--- src/rtl/instr_trace_arbiter.sv ---
// -----------------------------------------------------------------------------
// instr_trace_arbiter
//
// Purpose:
//   Shares one trace-record sink among num_req_p trace sources that cannot be
//   stalled. Each source owns a one-record slot. Full slots are round-robined
//   into a single registered output that the sink consumes with a yumi
//   handshake. A record that arrives while its slot is still occupied (and not
//   being drained that same cycle) is dropped and counted.
//
// Handshake:
//   out_v_o/out_yumi_i is a valid/yumi pair. The output register holds its
//   record stable while out_v_o=1 and out_yumi_i=0. It reloads when it is
//   empty (out_v_o=0) or when its record is consumed (out_yumi_i=1) in the
//   same cycle. out_yumi_i is only meaningful while out_v_o=1.
//
// Ports:
//   clk_i          clock
//   reset_n_i      asynchronous active-low reset
//   trace_en_i     global capture enable (0: inputs ignored, buffers drain)
//   clear_stats_i  synchronous clear of drop counters and overflow flags
//   req_v_i        per-source record valid
//   req_pc_i       per-source PC, source k at [k*pc_width_p +: pc_width_p]
//   req_instr_i    per-source instruction, same packing
//   out_v_o        output record valid
//   out_id_o       source index of the output record
//   out_pc_o       output PC
//   out_instr_o    output instruction
//   out_yumi_i     sink consumes the output record this cycle
//   drop_count_o   per-source saturating drop counters, packed like req_pc_i
//   overflow_o     sticky per-source "at least one drop" flags
// -----------------------------------------------------------------------------
module instr_trace_arbiter #(
    parameter int num_req_p        = 4,
    parameter int pc_width_p       = 32,
    parameter int instr_width_p    = 32,
    parameter int drop_cnt_width_p = 16,
    localparam int id_width_lp     = (num_req_p <= 1) ? 1 : $clog2(num_req_p)
) (
    input  logic                                   clk_i,
    input  logic                                   reset_n_i,
    input  logic                                   trace_en_i,
    input  logic                                   clear_stats_i,
    input  logic [num_req_p-1:0]                   req_v_i,
    input  logic [num_req_p*pc_width_p-1:0]        req_pc_i,
    input  logic [num_req_p*instr_width_p-1:0]     req_instr_i,
    output logic                                   out_v_o,
    output logic [id_width_lp-1:0]                 out_id_o,
    output logic [pc_width_p-1:0]                  out_pc_o,
    output logic [instr_width_p-1:0]               out_instr_o,
    input  logic                                   out_yumi_i,
    output logic [num_req_p*drop_cnt_width_p-1:0]  drop_count_o,
    output logic [num_req_p-1:0]                   overflow_o
);

    localparam logic [id_width_lp:0]   num_req_ext_lp = (id_width_lp+1)'(num_req_p);
    localparam logic [id_width_lp-1:0] last_idx_lp    = id_width_lp'(num_req_p - 1);

    // Per-source slots
    logic [num_req_p-1:0]          r_full;
    logic [pc_width_p-1:0]         r_slot_pc    [num_req_p];
    logic [instr_width_p-1:0]      r_slot_instr [num_req_p];

    // Output register and round-robin pointer
    logic                          r_out_v;
    logic [id_width_lp-1:0]        r_out_id;
    logic [pc_width_p-1:0]         r_out_pc;
    logic [instr_width_p-1:0]      r_out_instr;
    logic [id_width_lp-1:0]        r_ptr;

    // Statistics
    logic [drop_cnt_width_p-1:0]   r_drop_cnt [num_req_p];
    logic [num_req_p-1:0]          r_overflow;

    // Combinational control
    logic                          w_load;
    logic                          w_win_found;
    logic [id_width_lp-1:0]        w_win_idx;
    logic [id_width_lp:0]          w_idx_ext;
    logic [id_width_lp-1:0]        w_next_ptr;
    logic [num_req_p-1:0]          w_move;
    logic [num_req_p-1:0]          w_cap;
    logic [num_req_p-1:0]          w_drop;

    assign w_load = ~r_out_v | out_yumi_i;

    // Winner search: scan offsets 0..num_req_p-1 from the pointer and keep the
    // first full slot. r_ptr < num_req_p, so one conditional subtract wraps.
    always_comb begin
        w_win_found = 1'b0;
        w_win_idx   = '0;
        w_idx_ext   = '0;
        for (int i = 0; i < num_req_p; i++) begin
            w_idx_ext = {1'b0, r_ptr} + (id_width_lp+1)'(i);
            if (w_idx_ext >= num_req_ext_lp) begin
                w_idx_ext = w_idx_ext - num_req_ext_lp;
            end
            if (!w_win_found && r_full[w_idx_ext[id_width_lp-1:0]]) begin
                w_win_found = 1'b1;
                w_win_idx   = w_idx_ext[id_width_lp-1:0];
            end
        end
    end

    assign w_next_ptr = (w_win_idx == last_idx_lp) ? '0 : w_win_idx + 1'b1;

    // A slot accepts a new record if it is empty or is being moved to the
    // output register in this very cycle; otherwise the record is lost.
    always_comb begin
        w_move = '0;
        w_cap  = '0;
        w_drop = '0;
        for (int k = 0; k < num_req_p; k++) begin
            w_move[k] = w_load & w_win_found & (w_win_idx == id_width_lp'(k));
            w_cap[k]  = trace_en_i & req_v_i[k] & (~r_full[k] | w_move[k]);
            w_drop[k] = trace_en_i & req_v_i[k] & ~w_cap[k];
        end
    end

    // Slots: a same-cycle capture takes priority over the clear caused by a move.
    always_ff @(posedge clk_i or negedge reset_n_i) begin
        if (!reset_n_i) begin
            r_full <= '0;
            for (int k = 0; k < num_req_p; k++) begin
                r_slot_pc[k]    <= '0;
                r_slot_instr[k] <= '0;
            end
        end else begin
            for (int k = 0; k < num_req_p; k++) begin
                if (w_cap[k]) begin
                    r_full[k]       <= 1'b1;
                    r_slot_pc[k]    <= req_pc_i[k*pc_width_p +: pc_width_p];
                    r_slot_instr[k] <= req_instr_i[k*instr_width_p +: instr_width_p];
                end else if (w_move[k]) begin
                    r_full[k]       <= 1'b0;
                end
            end
        end
    end

    // Output register: payload and pointer only change when a winner loads.
    always_ff @(posedge clk_i or negedge reset_n_i) begin
        if (!reset_n_i) begin
            r_out_v     <= 1'b0;
            r_out_id    <= '0;
            r_out_pc    <= '0;
            r_out_instr <= '0;
            r_ptr       <= '0;
        end else if (w_load) begin
            r_out_v <= w_win_found;
            if (w_win_found) begin
                r_out_id    <= w_win_idx;
                r_out_pc    <= r_slot_pc[w_win_idx];
                r_out_instr <= r_slot_instr[w_win_idx];
                r_ptr       <= w_next_ptr;
            end
        end
    end

    // Drop statistics: clear beats a coincident drop.
    always_ff @(posedge clk_i or negedge reset_n_i) begin
        if (!reset_n_i) begin
            r_overflow <= '0;
            for (int k = 0; k < num_req_p; k++) begin
                r_drop_cnt[k] <= '0;
            end
        end else if (clear_stats_i) begin
            r_overflow <= '0;
            for (int k = 0; k < num_req_p; k++) begin
                r_drop_cnt[k] <= '0;
            end
        end else begin
            for (int k = 0; k < num_req_p; k++) begin
                if (w_drop[k]) begin
                    r_overflow[k] <= 1'b1;
                    if (r_drop_cnt[k] != '1) begin
                        r_drop_cnt[k] <= r_drop_cnt[k] + 1'b1;
                    end
                end
            end
        end
    end

    assign out_v_o     = r_out_v;
    assign out_id_o    = r_out_id;
    assign out_pc_o    = r_out_pc;
    assign out_instr_o = r_out_instr;
    assign overflow_o  = r_overflow;

    for (genvar k = 0; k < num_req_p; k++) begin : g_drop_out
        assign drop_count_o[k*drop_cnt_width_p +: drop_cnt_width_p] = r_drop_cnt[k];
    end

endmodule

--- config.mk ---
export PLATFORM = sky130hd
export DESIGN_NAME = instr_trace_arbiter
export DESIGN_NICKNAME = d
export VERILOG_FILES = /design/src/rtl/instr_trace_arbiter.sv
export SDC_FILE = /design/constraint.sdc
export NUM_CORES = 1
export LEC_CHECK = 0
export ABC_AREA = 1
export ABC_CLOCK_PERIOD_IN_PS = 2800
export CAP_MARGIN = 20
export CORE_ASPECT_RATIO = 1.1
export CORE_UTILIZATION = 30
export CTS_CLUSTER_DIAMETER = 150
export DETAILED_ROUTE_END_ITERATION = 10
export GPL_TIMING_DRIVEN = 0
export SLEW_MARGIN = 40
export SYNTH_ARGS = -nofsm -noshare
export SYNTH_HDL_FRONTEND = slang
export SYNTH_SLANG_ARGS = --single-unit
export TNS_END_PERCENT = 50
--- constraint.sdc ---
create_clock -name clk_i -period 2.8 [get_ports clk_i]
set_input_delay 0.28 -clock clk_i [delete_from_list [all_inputs] [get_ports clk_i]]
set_output_delay 0.28 -clock clk_i [all_outputs]
set_load 0.05 [all_outputs]
==> results_dict.tcl, run 1 <==
set metrics [dict create \
    status "completed" \
    clock_sinks 397 \
    yosysSeqAreaShare_pct 52.3 \
    p_per_area_nw_per_um2 1340 \
    fin_skew_ps 26.3 \
    ys_warn_count 0 \
    clkSlewWorstSetupHoldPaths_ps 60 \
    synth_async_sr_flop_share_pct 100 \
    r2r_start "r_ptr[0]" \
    synth_top_family_by_area "simple AND/OR/NAND/NOR gates" \
    worstSetupPathType "register to register" \
    crit_required_ps 3330 \
    setup_viol 0 \
    syn_area_sq_um 19000 \
    dpl.hpwl_microns 56000 \
    nets 3153 \
    grt_setup_unrepaired "true" \
    slew_headroom_pct 43.4 \
    viasPerCell 4.76 \
    synth_commonest_cells "739 x nand2_1, 397 x dfrtp_1, 265 x nor2_1" \
    grt.overflow.total 0 \
    synth_area_leader_cell "dfrtp_1" \
    synth.area.top_cells "dfrtp_1 52%, nand2_1 15%, nand3_1 6.9%" \
    synth_ff_type "dfrtp_1" \
    cp-end-kind "register" \
    antenna_found_initial 23 \
    clk_latency_ps 590 \
    ir_drop_uv 799 \
    postSynthAreaPerCell_sq_um 7.86 \
    ios 400 \
    synth_compound_area_share_pct 9.50 \
    power_mw 34.8 \
    synth-simple-area-share_pct 29.2 \
    tightest_slew_ps 849 \
    synth_top_area_share_pct 52.3 \
    syn-instance-count 2418 \
    grt_pass1_wl_microns 110000 \
    leakagePower_nw 12.7 \
    grt_pass1_vias 17700 \
    gp_congestion 0.879 \
    core_area_sq_um 62500 \
    die_y_microns 266 \
    die_w_microns 242 \
    ctsRootBufferMaster "clkbuf_16" \
    synth_mux_area_share_pct 0 \
    synth-edff-count 0 \
    period_needed_ps 2740 \
    synth.most_common_cell "nand2_1" \
    cts_tree "done" \
    cap_violations 0 \
    cts.path.max_buffers 3 \
    initial_core_util_pct 30.4 \
    min-delay-path-class "input pin to asynchronous set/reset pin" \
    avgRoutedWirePerCell_microns 19.6 \
    drc 0 \
    drive_above_1_share_pct 7.71 \
    synth_fa_ha_area_share_pct 0.263 \
    area_growth_pct 37.1 \
    worstSetupStartpoint "r_ptr[0]" \
    routed_wl_microns 73600 \
    vias 17900 \
    ys_seq_elements 397 \
    drt_iter0_markers 1047 \
    fmax_mhz 365 \
    period_share_pct 98.0 \
    io_buffers 399 \
    reg2regPathDepth 15 \
    htree_levels 2 \
    synth_nets 2687 \
    ys_types 39 \
    hold_viol 0 \
    cts_buffers 46 \
    cp-start-kind "register" \
    rows 96 \
    place_inst 3656 \
    fin_area_sq_um 26000 \
    die-area_sq_um 64300 \
    ant_nets 0 \
    grt_max_degree 72 \
    instances_no_fill 3755 \
    dpl-instance-area_sq_um 24200 \
    track_usage_pct 22.7 \
    drt-pass1-iter-count 5 \
    slew_violations 0 \
    synthXorXnorAreaFrac_pct 1.24 \
    arrival_ps 3270 \
    crit_path_max_fanout 10 \
]
==> metrics by stage <==
stage | setup slack, ps | setup TNS, ps | hold WS [ps] | utilization (%)
6_report | 56.9 | 0 | 223 | 41.7
2_1_floorplan | 285 | 0 | -15.6 | -
5_1_grt | -39.4 | -214 | 224 | 41.7
3_3_place_gp | -17370 | -6890420 | 448 | 38.5
4_1_cts | 18.4 | 0 | 214 | 41.3
3_5_place_dp | -282 | -12000 | 243 | 38.8
==> flip-flops by register name, indices dropped and copies added, names as in the netlist <==
name          cells
r_slot_instr    128
r_slot_pc       128
drop_count_o     64
out_instr_o      32
out_pc_o         32
overflow_o        4
r_full            4
out_id_o          2
r_ptr             2
out_v_o           1
==> timing repair <==
item	CTS	global route
pin swaps	1	7
setup endpoints to repair	201	307
endpoints found under the hold margin	52	0
resized for setup	20	78
hold buffers	1	0
setup buffers	3	9
cloned	0	1
==> layout by cell type, fill, tap and decap left out, types with 4 or more instances in the layout <==
cell type,netlist,routed
inv_1,192,191
a211oi_1,4,4
clkbuf_8,0,7
buf_6,12,14
nand4_1,12,12
clkbuf_2,0,32
o22ai_1,4,4
xnor2_1,7,7
buf_4,10,24
nand3_4,2,4
clkbuf_4,0,7
a21oi_1,172,172
buf_16,0,6
nor3b_1,5,5
nor2_1,265,263
clkdlybuf4s50_1,0,398
a22oi_1,7,7
inv_2,8,8
nand2_2,9,9
dfrtp_1,397,394
o21ai_0,77,73
clkinv_2,0,11
nor3_1,18,17
o21ai_1,1,4
a31oi_1,4,4
o21a_1,53,53
nand2_1,739,737
clkbuf_16,0,46
nand3_2,3,5
diode_2,0,5
ha_1,4,4
clkbuf_1,80,53
xor2_1,20,20
buf_2,29,20
bufinv_16,0,5
nand3_1,262,259
==> area by class of cell <==
class                      count  area, sq um
antenna                        5         12.5
buffer                       131          733
clock buffer                  60         1270
clock inverter                21          255
fill                        6467        36400
inverter                     203          764
multi-input combinational   1687         7760
sequential                   397         9940
tap                          833         1040
timing repair buffer         418         4260
==> path summary, 6_finish.rpt <==
path	end	slack, ps
hold reg to reg	r_slot_pc[97]	470
min in group clk_i	r_slot_pc[96]	250
max in group asynchronous	r_slot_instr[84]	1200
setup / recovery	out_instr_o[11]	60
setup reg to reg	out_instr_o[11]	60
hold / removal	r_slot_pc[18]	220
==> per-layer routing <==
metal / GRT usage, % / vias to the layer above / wire [microns] / share of wire [%]
li1: - / 8645 / - / -
met3: 6.49 / 132 / 6000 / 8.1
met5: 0 / - / 247 / 0.34
met1: 28.2 / 8491 / 30500 / 42
met4: 6.62 / 36 / 1930 / 2.6
met2: 38.0 / 580 / 34900 / 47
==> report_power, final <==
| part | internal [mW] | switching (mW) |
|---|---|---|
| Sequential | 8.14 | 1.20 |
| Clock | 3.67 | 2.57 |
| Combinational | 6.01 | 13.2 |
==> cells by family (layout without fill, tap and decap cells) <==
kind of cell    after synthesis  in the layout
compound gates              325            325
other cells                   0              5
fa+ha+maj                     4              4
buf+inv                     335            833
xor+xnor                     27             27
flops                       397            397
simple gates               1330           1331
==> critical path, stage by stage, from the launching register on <==
cell and delay, ps:
dfrtp_1 390, buf_4 180, nand2_1 70, nand2_1 90, nand2_1 70, nand2_1 110
nor2_4 170, nand4_1 120, buf_4 170, nand3_2 160, buf_6 220, clkbuf_4 250
o21ai_0 90, o21ai_0 310, nand2_1 160, nand2_1 110
Note: power is estimated with default switching activity, not from simulation.
==> run 2: changes to the inputs <==
--- a/config.mk
+++ b/config.mk
@@ -7,12 +7,11 @@
 export LEC_CHECK = 0
 export ABC_AREA = 1
 export ABC_CLOCK_PERIOD_IN_PS = 2800
-export CAP_MARGIN = 20
+export CAP_MARGIN = 15
 export CORE_ASPECT_RATIO = 1.1
 export CORE_UTILIZATION = 30
 export CTS_CLUSTER_DIAMETER = 150
 export DETAILED_ROUTE_END_ITERATION = 10
-export GPL_TIMING_DRIVEN = 0
 export SLEW_MARGIN = 40
 export SYNTH_ARGS = -nofsm -noshare
 export SYNTH_HDL_FRONTEND = slang
==> run 2 against run 1 <==
  * Cell count decreased by 1.8%
  * Critical endpoint is now r_slot_pc[61]
  * Combinational power fell by 5%
  * Clock skew shrank 2.1 ps
  * Register-to-register slack better by 200 ps
  * Total power is 2.5% lower
  * Sequential power is 0.9% lower
==> results_dict.tcl, run 2 (synthesized netlist as in run 1, its figures left out) <==
set metrics [dict create \
    status "completed" \
    worstSetupPathType "register to register" \
    routed_wl_microns 67300 \
    die-area_sq_um 64300 \
    grt_max_degree 78 \
    slew_headroom_pct 51.9 \
    drt-pass1-iter-count 6 \
    setup_viol 0 \
    leakagePower_nw 12.6 \
    grt.overflow.total 0 \
    cp-start-kind "register" \
    cts_tree "done" \
    track_usage_pct 20.6 \
    drt_iter0_markers 1072 \
    drc 0 \
    instances_no_fill 3689 \
    cts_buffers 46 \
    p_per_area_nw_per_um2 1310 \
    final_common_cell "nand2_1" \
    area_growth_pct 36.2 \
    cts.path.max_buffers 3 \
    tightest_slew_ps 722 \
    cp-end-kind "register" \
    clock_sinks 397 \
    min-delay-path-class "input pin to asynchronous set/reset pin" \
    r2r_start "r_ptr[0]" \
    period_needed_ps 2540 \
    dpl.hpwl_microns 47400 \
    vias 17200 \
    fmax_mhz 393 \
    period_share_pct 90.9 \
    clkSlewWorstSetupHoldPaths_ps 60 \
    final_cell_mix "736 x nand2_1, 397 x dfrtp_1, 397 x clkdlybuf4s50_1, 263 x nor2_1, 261 x nand3_1" \
    gp_congestion 0.863 \
    die_w_microns 242 \
    place_inst 3587 \
    arrival_ps 3060 \
    ant_nets 0 \
    drive_above_1_share_pct 6.79 \
    crit_path_max_fanout 35 \
    antenna_found_initial 28 \
    fin_skew_ps 24.3 \
    io_buffers 399 \
    avgRoutedWirePerCell_microns 18.2 \
    core_area_sq_um 62500 \
    power_mw 33.9 \
    grt_setup_unrepaired "true" \
    fin_util_pct 41.4 \
    cap_violations 0 \
    ir_drop_uv 1590 \
    die_y_microns 266 \
    viasPerCell 4.66 \
    initial_core_util_pct 30.4 \
    grt_pass1_vias 17000 \
    nets 3076 \
    grt_pass1_wl_microns 102000 \
    crit_required_ps 3310 \
    slew_violations 0 \
    hold_viol 0 \
    ios 400 \
    ctsRootBufferMaster "clkbuf_16" \
    clk_latency_ps 590 \
    worstSetupStartpoint "r_ptr[0]" \
    htree_levels 2 \
    fillers 6368 \
    rows 96 \
]
-- run 2: cell types whose count changed in the layout (fill, tap and decap cells not counted), moves of 5 or more --
cell | before | now
clkbuf_1 | 53 | 8
buf_12 | 0 | 19
buf_16 | 6 | 0
clkinv_2 | 11 | 6
buf_6 | 14 | 1
buf_2 | 20 | 1
buf_4 | 24 | 51
clkbuf_2 | 32 | 0
clkbuf_4 | 7 | 0
diode_2 | 5 | 13
-- run 2: repair_timing --
item | in CTS | in global routing
gates resized for setup | 0 | 5
hold buffers | 1 | 0
endpoints found under the hold margin | 46 | 0
setup buffers | 0 | 2
endpoints found under the setup margin | 0 | 52
-- run 2: metrics by stage --
step / instance area, sq um / hold slack [ps] / worst slack [ps] / setup TNS (ps)
after CTS: 25800 / 214 / 155 / 0
after floorplan: 19000 / -15.6 / 285 / 0
after detailed placement: 24200 / 276 / 180 / 0
after global placement: 24200 / 267 / 207 / 0
final: 25900 / 235 / 256 / 0
after global routing: 25900 / 239 / -1.46 / -1.46
-- run 2: routing by layer --
layer | vias to the layer above | wire length [microns] | global-route usage (%)
met3 | 112 | 5270 | 6.43
met4 | 32 | 1660 | 6.67
met5 | - | 184 | 0
met1 | 8080 | 30200 | 27.5
li1 | 8509 | - | -
met2 | 469 | 30000 | 31.5
-- run 2: where the power goes --
part,switching [mW],internal [mW]
clock network,2.57,3.67
registers,1.12,8.14
logic,12.4,6.10
total,16.0,17.9
-- run 2: worst paths after layout --
check	endpoint	slack, ps	cells past startpoint
max in group asynchronous	out_instr_o[22]	1620	4
min in group clk_i	r_slot_pc[43]	250	3
worst max-delay path	r_slot_pc[61]	260	15
worst min register to register	r_slot_pc[100]	470	2
worst min-delay path	r_slot_pc[6]	240	2
worst max register to register	r_slot_pc[61]	260	15
-- run 2: worst max-delay path: stages, from the launching register on --
cell and delay [ps]:
dfrtp_1 380, buf_4 170, nand2_1 70, nand2_1 80, nand2_1 70, nand2_1 110, nand2_1 90, nand2_1 60
nand2_2 100, nand2_2 70, nor2_4 240, nand3_4 170, nand2_4 100, buf_4 420, nand3_1 190, nand2_1 110
-- run 2: area by class of cell --
type | instances | area, sq um | area share [%]
clock buffers | 66 | 1360 | 5.25
clock inverters | 18 | 214 | 0.827
flip-flops and latches | 397 | 9930 | 38.4
inverters | 203 | 767 | 2.96
diodes | 13 | 32.5 | 0.126
well taps | 833 | 1040 | 4.03
multi-input cells | 1686 | 7700 | 29.8
repair buffers | 473 | 4830 | 18.7
